## config.mk

```make
export PLATFORM = sky130hd
export DESIGN_NAME = vector_assembler
export DESIGN_NICKNAME = d
export VERILOG_FILES = /design/src/rtl/vector_assembler.sv
export SDC_FILE = /design/constraint.sdc
export NUM_CORES = 1
export LEC_CHECK = 0
export ABC_AREA = 1
export CAP_MARGIN = 20
export CORE_ASPECT_RATIO = 0.75
export CORE_MARGIN = 10
export CORE_UTILIZATION = 40
export CTS_CLUSTER_DIAMETER = 60
export DETAILED_ROUTE_END_ITERATION = 8
export HOLD_SLACK_MARGIN = 0.03
export PLACE_DENSITY = 0.72
export SLEW_MARGIN = 20
export SYNTH_ARGS = -nofsm -noshare
export SYNTH_HDL_FRONTEND = slang
export SYNTH_SLANG_ARGS = --single-unit
```

## constraint.sdc

```tcl
create_clock -name clk -period 2.1 [get_ports clk]
set_input_delay 0.42 -clock clk [delete_from_list [all_inputs] [get_ports clk]]
set_output_delay 0.42 -clock clk [all_outputs]
set_load 0.01 [all_outputs]
```

## src/rtl/vector_assembler.sv

```systemverilog
// Rebuilds an 8-bit vector from four framed fields (4,2,1,1 bits, MSB field first)
// and presents it on a one-word buffered valid/ready output.
module vector_assembler #(
  parameter bit CHECK_FIRST = 1'b1
) (
  input  logic       clk,
  input  logic       rst_n,
  input  logic       fld_valid,
  input  logic [3:0] fld_data,
  input  logic       fld_first,
  output logic       fld_ready,
  output logic       out_valid,
  output logic [7:0] out_vec,
  input  logic       out_ready,
  output logic       first_err,
  output logic       drop_err
);

  typedef enum logic [1:0] {F0 = 2'd0, F1 = 2'd1, F2 = 2'd2, F3 = 2'd3} state_t;

  state_t     state;
  logic [7:0] asm_vec;
  logic       accept;
  logic       resync;
  logic       drop;

  // Merge one field into the partial vector at the bit position its index selects.
  function automatic logic [7:0] place_field(input logic [7:0] cur, input logic [1:0] idx,
                                             input logic [3:0] d);
    logic [7:0] r;
    r = cur;
    case (idx)
      2'd0:    r[7:4] = d;
      2'd1:    r[3:2] = d[1:0];
      2'd2:    r[1]   = d[0];
      default: r[0]   = d[0];
    endcase
    return r;
  endfunction

  // Only the last field stalls, and only when the output word cannot drain.
  assign fld_ready = rst_n && !(state == F3 && out_valid && !out_ready);
  assign accept    = fld_valid && fld_ready;
  assign resync    = CHECK_FIRST && fld_first && (state != F0);
  assign drop      = CHECK_FIRST && !fld_first && (state == F0);

  always_ff @(posedge clk) begin
    if (!rst_n) begin
      state     <= F0;
      asm_vec   <= 8'h00;
      out_vec   <= 8'h00;
      out_valid <= 1'b0;
      first_err <= 1'b0;
      drop_err  <= 1'b0;
    end else begin
      first_err <= 1'b0;
      drop_err  <= 1'b0;
      if (out_valid && out_ready)
        out_valid <= 1'b0;
      if (accept) begin
        if (resync) begin
          asm_vec   <= place_field(asm_vec, 2'd0, fld_data);
          state     <= F1;
          first_err <= 1'b1;
        end else if (drop) begin
          drop_err <= 1'b1;
        end else begin
          asm_vec <= place_field(asm_vec, state, fld_data);
          if (state == F3) begin
            out_vec   <= {asm_vec[7:1], fld_data[0]};
            out_valid <= 1'b1;
            state     <= F0;
          end else begin
            state <= state_t'(state + 2'd1);
          end
        end
      end
    end
  end

endmodule

```

# ---- Word-level counts from Yosys, hierarchy flattened
# Index checks and enable logic that the tools add are counted.
dict set report totals {
  out_inout_bits 12
  in_bits 9
  reg_bits 21
}
dict set report classes {
  n_reduce_logical 22
  addsub 1
  eq_ne 4
  bitwise_logic 5
  mux 16
}
# op count
set ops {}
lappend ops {{8-bit 2-to-1 mux} 2}
lappend ops {{4-bit AND reduction} 4}
lappend ops {{1-bit 2-to-1 mux} 9}
lappend ops {{2-bit 2-to-1 mux} 4}
lappend ops {{1-bit logical AND} 7}
lappend ops {{3-bit OR reduction} 2}
lappend ops {{1-bit inverter} 5}
lappend ops {{2-bit == test (second input constant)} 2}
lappend ops {{4-bit 2-to-1 mux} 1}
lappend ops {{2-bit AND reduction} 2}
lappend ops {{2-bit nonzero test} 2}
lappend ops {{1-bit logical NOT} 3}
lappend ops {{3-bit AND reduction} 1}
lappend ops {{2-bit by 1-bit adder with 2-bit output (second input constant)} 1}
lappend ops {{2-bit by 1-bit == test with 1-bit output (second input constant)} 1}
lappend ops {{2-bit logical NOT} 1}
lappend ops {{2-bit inequality test (second input constant)} 1}

# ---- Logic depth before layout (Yosys ltp)
dict set report logic_depth {
  ltp_word 8
  mapped_depth 9
  mapped_depth_nobuf 9
}

# ---- Least setup slack after synthesis
# No wires, ideal clock.
dict set report synth_timing {
  path_kind {reg2reg}
  start {reg state[0]}
  end {reg asm_vec[1]}
  t_arrival_ns 1.495
  path_slack_ns 0.490
  setup_ns 0.115
  stages_incl_launch_ff 10
  required_time_ns 1.985
  cell_sequence {dfxtp_1 > inv_1 > ha_1 > inv_1 > ha_1 > clkbuf_4 > nor2_1 > nand3_1 > nand2_1 > nor2_1}
}
dict set report synth_via {
  elab_chain_len 7
  elab_cells_between_ends 14
  cone_classes {eq/ne (2); bitwise (2); reduce/logical (10)}
}
# item line
set synth_lines {}
lappend synth_lines {{from (decl)} 21} ;# state_t state;
lappend synth_lines {{from (signal assigned)} 74} ;# state <= state_t'(state + 2'd1);
lappend synth_lines {{2-bit == test} 42} ;# assign fld_ready = rst_n && !(state == F3 && out_valid && !out_ready);
lappend synth_lines {{1-bit logical AND (2 in a row)} 42}
lappend synth_lines {{1-bit logical NOT} 42}
lappend synth_lines {{1-bit logical AND} 42}
lappend synth_lines {{1-bit logical AND} 43} ;# assign accept = fld_valid && fld_ready;
lappend synth_lines {{4-bit AND reduction (no source line) (*)} -}
lappend synth_lines {{to (signal assigned)} 62} ;# asm_vec <= place_field(asm_vec, 2'd0, fld_data);
lappend synth_lines {{to (signal assigned)} 68} ;# asm_vec <= place_field(asm_vec, state, fld_data);
lappend synth_lines {{to (decl)} 22} ;# logic [7:0] asm_vec;
# Every way passes the cells marked *; elsewhere a longest branch is shown, timed or not.
# A chain may end at the register's enable or synchronous reset.

# ---- Worst setup path in the final report
dict set report layout_timing {
  start {in rst_n}
  end {out fld_ready}
}
dict set report layout_via {
  elab_chain_len 1
}
# item line
set layout_lines {}
lappend layout_lines {{from (decl)} 7} ;# input logic rst_n,
lappend layout_lines {{1-bit logical AND} 42}
lappend layout_lines {{to (decl)} 11} ;# output logic fld_ready,
# Every way passes these cells.

==> run summary <==
The run finished with clean final reports. The all-layer global routing usage came out at 9.93%. The max-slew violation count is 0. The core outline area came out at 2310 um2. Power spread over the standard cell area amounts to 658 nW/um2. The floorplan step set the die height to 62.8 um. For this design, the sink count on the clock tree is 20. The critical path data arrival time came out at 1.41 ns. The worst register-to-register path has a depth of 8.

No sink is reached through more buffers than the 2 on the longest clock path. The number of buffers inserted by port buffering is 20. The sum of overflow across all layers after global routing is 0.

The initial standard-cell utilization of the core came out at 42.2%. The remaining routing DRC violations is 0. Summing every instance area after synthesis gives 975 um2. The fraction of layout cells with a size suffix above 1 is 9.33%. The number of post-CTS setup repair buffers came out at 0. The detail-routed net length per standard cell is 12.5 um. The die span in x came out at 77 um.

During synthesis, Yosys emitted a total of 0 warnings. The area added between synthesis and finish is 29.4%. Setup repair after global routing left no endpoint under its margin. The number of gates resized after CTS was 2. The peak fanout along the critical path came out at 2. Clock tree synthesis selected as its root buffer the cell sky130_fd_sc_hd__clkbuf_4. The number of distinct library cell variants in the gate-level netlist after synthesis is 19.

The standard-cell row count came out at 15. The source of the worst hold timing path is asm_vec[2]. The first global-routing pass estimated 4030 um of wire. The count of antenna-violating nets left after detailed routing is 0. The number of nets in the final layout is 167. STA puts the critical path data required time at 1.68 ns. For this block, the routed nets add up to 2290 um of wire. The number of top-level design ports came out at 21. The setup path with the least slack is of type in -> out. The path class of the tightest hold or removal check is reg -> reg. The worst flop-to-flop path startpoint is state[0]. The sequential standard cell area is 400 um2.

The net count after synthesis came out at 142. The post-synthesis sequential element count is 20. Between clock sinks in the finished design, the worst skew comes to 0.00381 ns.

The total clock buffers created by CTS came out at 3. The detailed placement HPWL came out at 1730 um. The final cell count without fillers came out at 184.

The measured slew at the worst slew-check pin is 0.267 ns. The time the final worst path needs with I/O delays and setup is 1.83 ns. The clock-pin slew on the worst setup and hold paths came out at 0.11 ns. STA classifies the critical path endpoint as a primary output. The sum of negative setup slack is 0 ns. The first-pass iteration count of the detailed router came out at 4. Summed over all cells, the static leakage comes to 0.000558 uW.

The average instance area after synthesis is 7.74 um2. Synthesis handed over a netlist of 126 instances. The final count of hold timing violations came out at 0. The multi-input gate area in the final layout came out at 477 um2. The number of DRC markers after the initial detailed-route iteration came out at 63. Dividing the detail-routed via count by the number of cells gives 4.82. The number of antenna repair diodes came out at 0. The number of cells on the worst hold path is 2. The number of antenna violations at the first check in global routing was 0. The worst register-to-register path ends at asm_vec[3]. The tool flagged a number of max-cap violations equal to 0. The setup check on the worst reg-to-reg path leaves a slack of 0.38 ns. The H-tree depth reported by CTS is 1. The die area came out at 4830 um2. The worst setup path is launched from an input port. TritonCTS built the clock tree. The cell total after placement came out at 180. The ratio of final minimum period to clock period came out at 87.2%. Of the synthesized area, sequential elements account for 41.1%. The worst max-slew margin expressed relative to the limit came out at 82.0%.

The number of global-route vias before repair is 906. VDD sags by at most 558 uV. The power consumption came out at 830 uW. The clock insertion delay at the later pin of the skew report is 0.30 ns. The pin count of the biggest net entering global routing is 19. The destination of the worst hold path is asm_vec[2]. The placer's final routability congestion estimate is 0.742. The highest attainable clock frequency is 546 MHz. The detailed router placed 886 vias in this run. The setup-violating endpoint count in the final report is 0. The number of hold buffers added after CTS is 0. The count of fill cells added during filler insertion is 236.
==> critical path, stage by stage <==
cell,delay (ns)
sky130_fd_sc_hd__clkdlybuf4s50_1,0.48
sky130_fd_sc_hd__inv_1,0.06
sky130_fd_sc_hd__a31oi_1,0.15
sky130_fd_sc_hd__dlygate4sd2_1,0.29
==> cell usage after synthesis <==
master / n / share of area [%]
sky130_fd_sc_hd__a21oi_1: 6 / 3.1
sky130_fd_sc_hd__a31oi_1: 1 / 0.64
sky130_fd_sc_hd__buf_6: 1 / 1.2
sky130_fd_sc_hd__clkbuf_4: 1 / 0.77
sky130_fd_sc_hd__clkbuf_8: 1 / 1.4
sky130_fd_sc_hd__dfxtp_1: 20 / 41
sky130_fd_sc_hd__ha_1: 7 / 9.0
sky130_fd_sc_hd__inv_1: 18 / 6.9
sky130_fd_sc_hd__nand2_1: 18 / 6.9
sky130_fd_sc_hd__nand3_1: 3 / 1.5
sky130_fd_sc_hd__nand3_2: 2 / 2.1
sky130_fd_sc_hd__nand4_1: 1 / 0.64
sky130_fd_sc_hd__nand4_2: 1 / 1.3
sky130_fd_sc_hd__nand4_4: 1 / 2.2
sky130_fd_sc_hd__nor2_1: 25 / 9.6
sky130_fd_sc_hd__nor2_4: 1 / 1.2
sky130_fd_sc_hd__nor3_1: 9 / 4.6
sky130_fd_sc_hd__nor3b_2: 1 / 1.3
sky130_fd_sc_hd__o21ai_0: 9 / 4.6
==> cell usage in the layout, fill, tap and decap left out <==
master                            instances
sky130_fd_sc_hd__nor2_1                  25
sky130_fd_sc_hd__dfxtp_1                 20
sky130_fd_sc_hd__clkdlybuf4s50_1         19
sky130_fd_sc_hd__inv_1                   18
sky130_fd_sc_hd__nand2_1                 18
sky130_fd_sc_hd__nor3_1                   9
sky130_fd_sc_hd__o21ai_0                  9
sky130_fd_sc_hd__a21oi_1                  6
sky130_fd_sc_hd__ha_1                     6
sky130_fd_sc_hd__nand3_1                  3
sky130_fd_sc_hd__clkbuf_4                 3
sky130_fd_sc_hd__buf_4                    3
sky130_fd_sc_hd__nand3_2                  2
sky130_fd_sc_hd__a31oi_1                  1
sky130_fd_sc_hd__nand4_4                  1
sky130_fd_sc_hd__nor2_4                   1
sky130_fd_sc_hd__nand4_2                  1
sky130_fd_sc_hd__nand4_1                  1
sky130_fd_sc_hd__nor3b_2                  1
sky130_fd_sc_hd__ha_2                     1
sky130_fd_sc_hd__bufinv_16                1
sky130_fd_sc_hd__dlygate4sd2_1            1
==> per-layer routing <==
layer	routed length, um	vias to the layer above	global-route usage (%)
li1	-	451	-
met1	1030	413	11.1
met2	1080	17	16.9
met3	148	5	4.02
met4	38	0	2.95
met5	0	-	0
==> registers in the layout, indices dropped and copies added (netlist names) <==
register	flops
state	2
out_valid	1
drop_err	1
asm_vec	7
first_err	1
out_vec	8
==> worst max-delay path by stage <==
stage / start / end / depth (start not counted)
5_1_grt: state[0] / fld_ready / 3
6_report: rst_n / fld_ready / 4
3_3_place_gp: rst_n / fld_ready / 4
2_1_floorplan: state[0] / asm_vec[1] / 9
3_5_place_dp: rst_n / fld_ready / 4
4_1_cts: rst_n / fld_ready / 4
==> cell type report <==
class	instances	area share (%)
well taps	34	3.37
clock inverters	1	2.38
multi-input cells	85	37.8
repair buffers	23	17.6
inverters	18	5.36
flip-flops and latches	20	31.7
clock buffers	3	1.79
==> logic make-up after synthesis <==
kind of cell / share of synthesized area [%]
simple gates: 31.3
buf+inv: 10.3
flops: 41.1
compound gates: 8.34
fa+ha+maj: 8.99
==> metrics by stage <==
step	utilization, %	hold WS [ns]	setup slack, ns	cell area [um2]
finish	54.6	0.501	0.269	1260
detailed placement	52.3	0.480	-0.00491	1210
floorplan	-	0.453	0.490	975
global route	54.6	0.527	0.167	1260
global placement	52.3	0.469	0.0212	1210
CTS	54.6	0.500	0.262	1260
==> report_power, final <==
| group | total, uW | switching (uW) | internal (uW) | leakage (uW) |
|---|---|---|---|---|
| sequential | 397 | 6.72 | 390 | 0.000162 |
| combinational | 120 | 69.5 | 50.7 | 0.000368 |
| clock | 312 | 119 | 193 | 0.0000279 |
| total | 830 | 195 | 634 | 0.000558 |
Note: power is estimated with default switching activity, not from simulation.
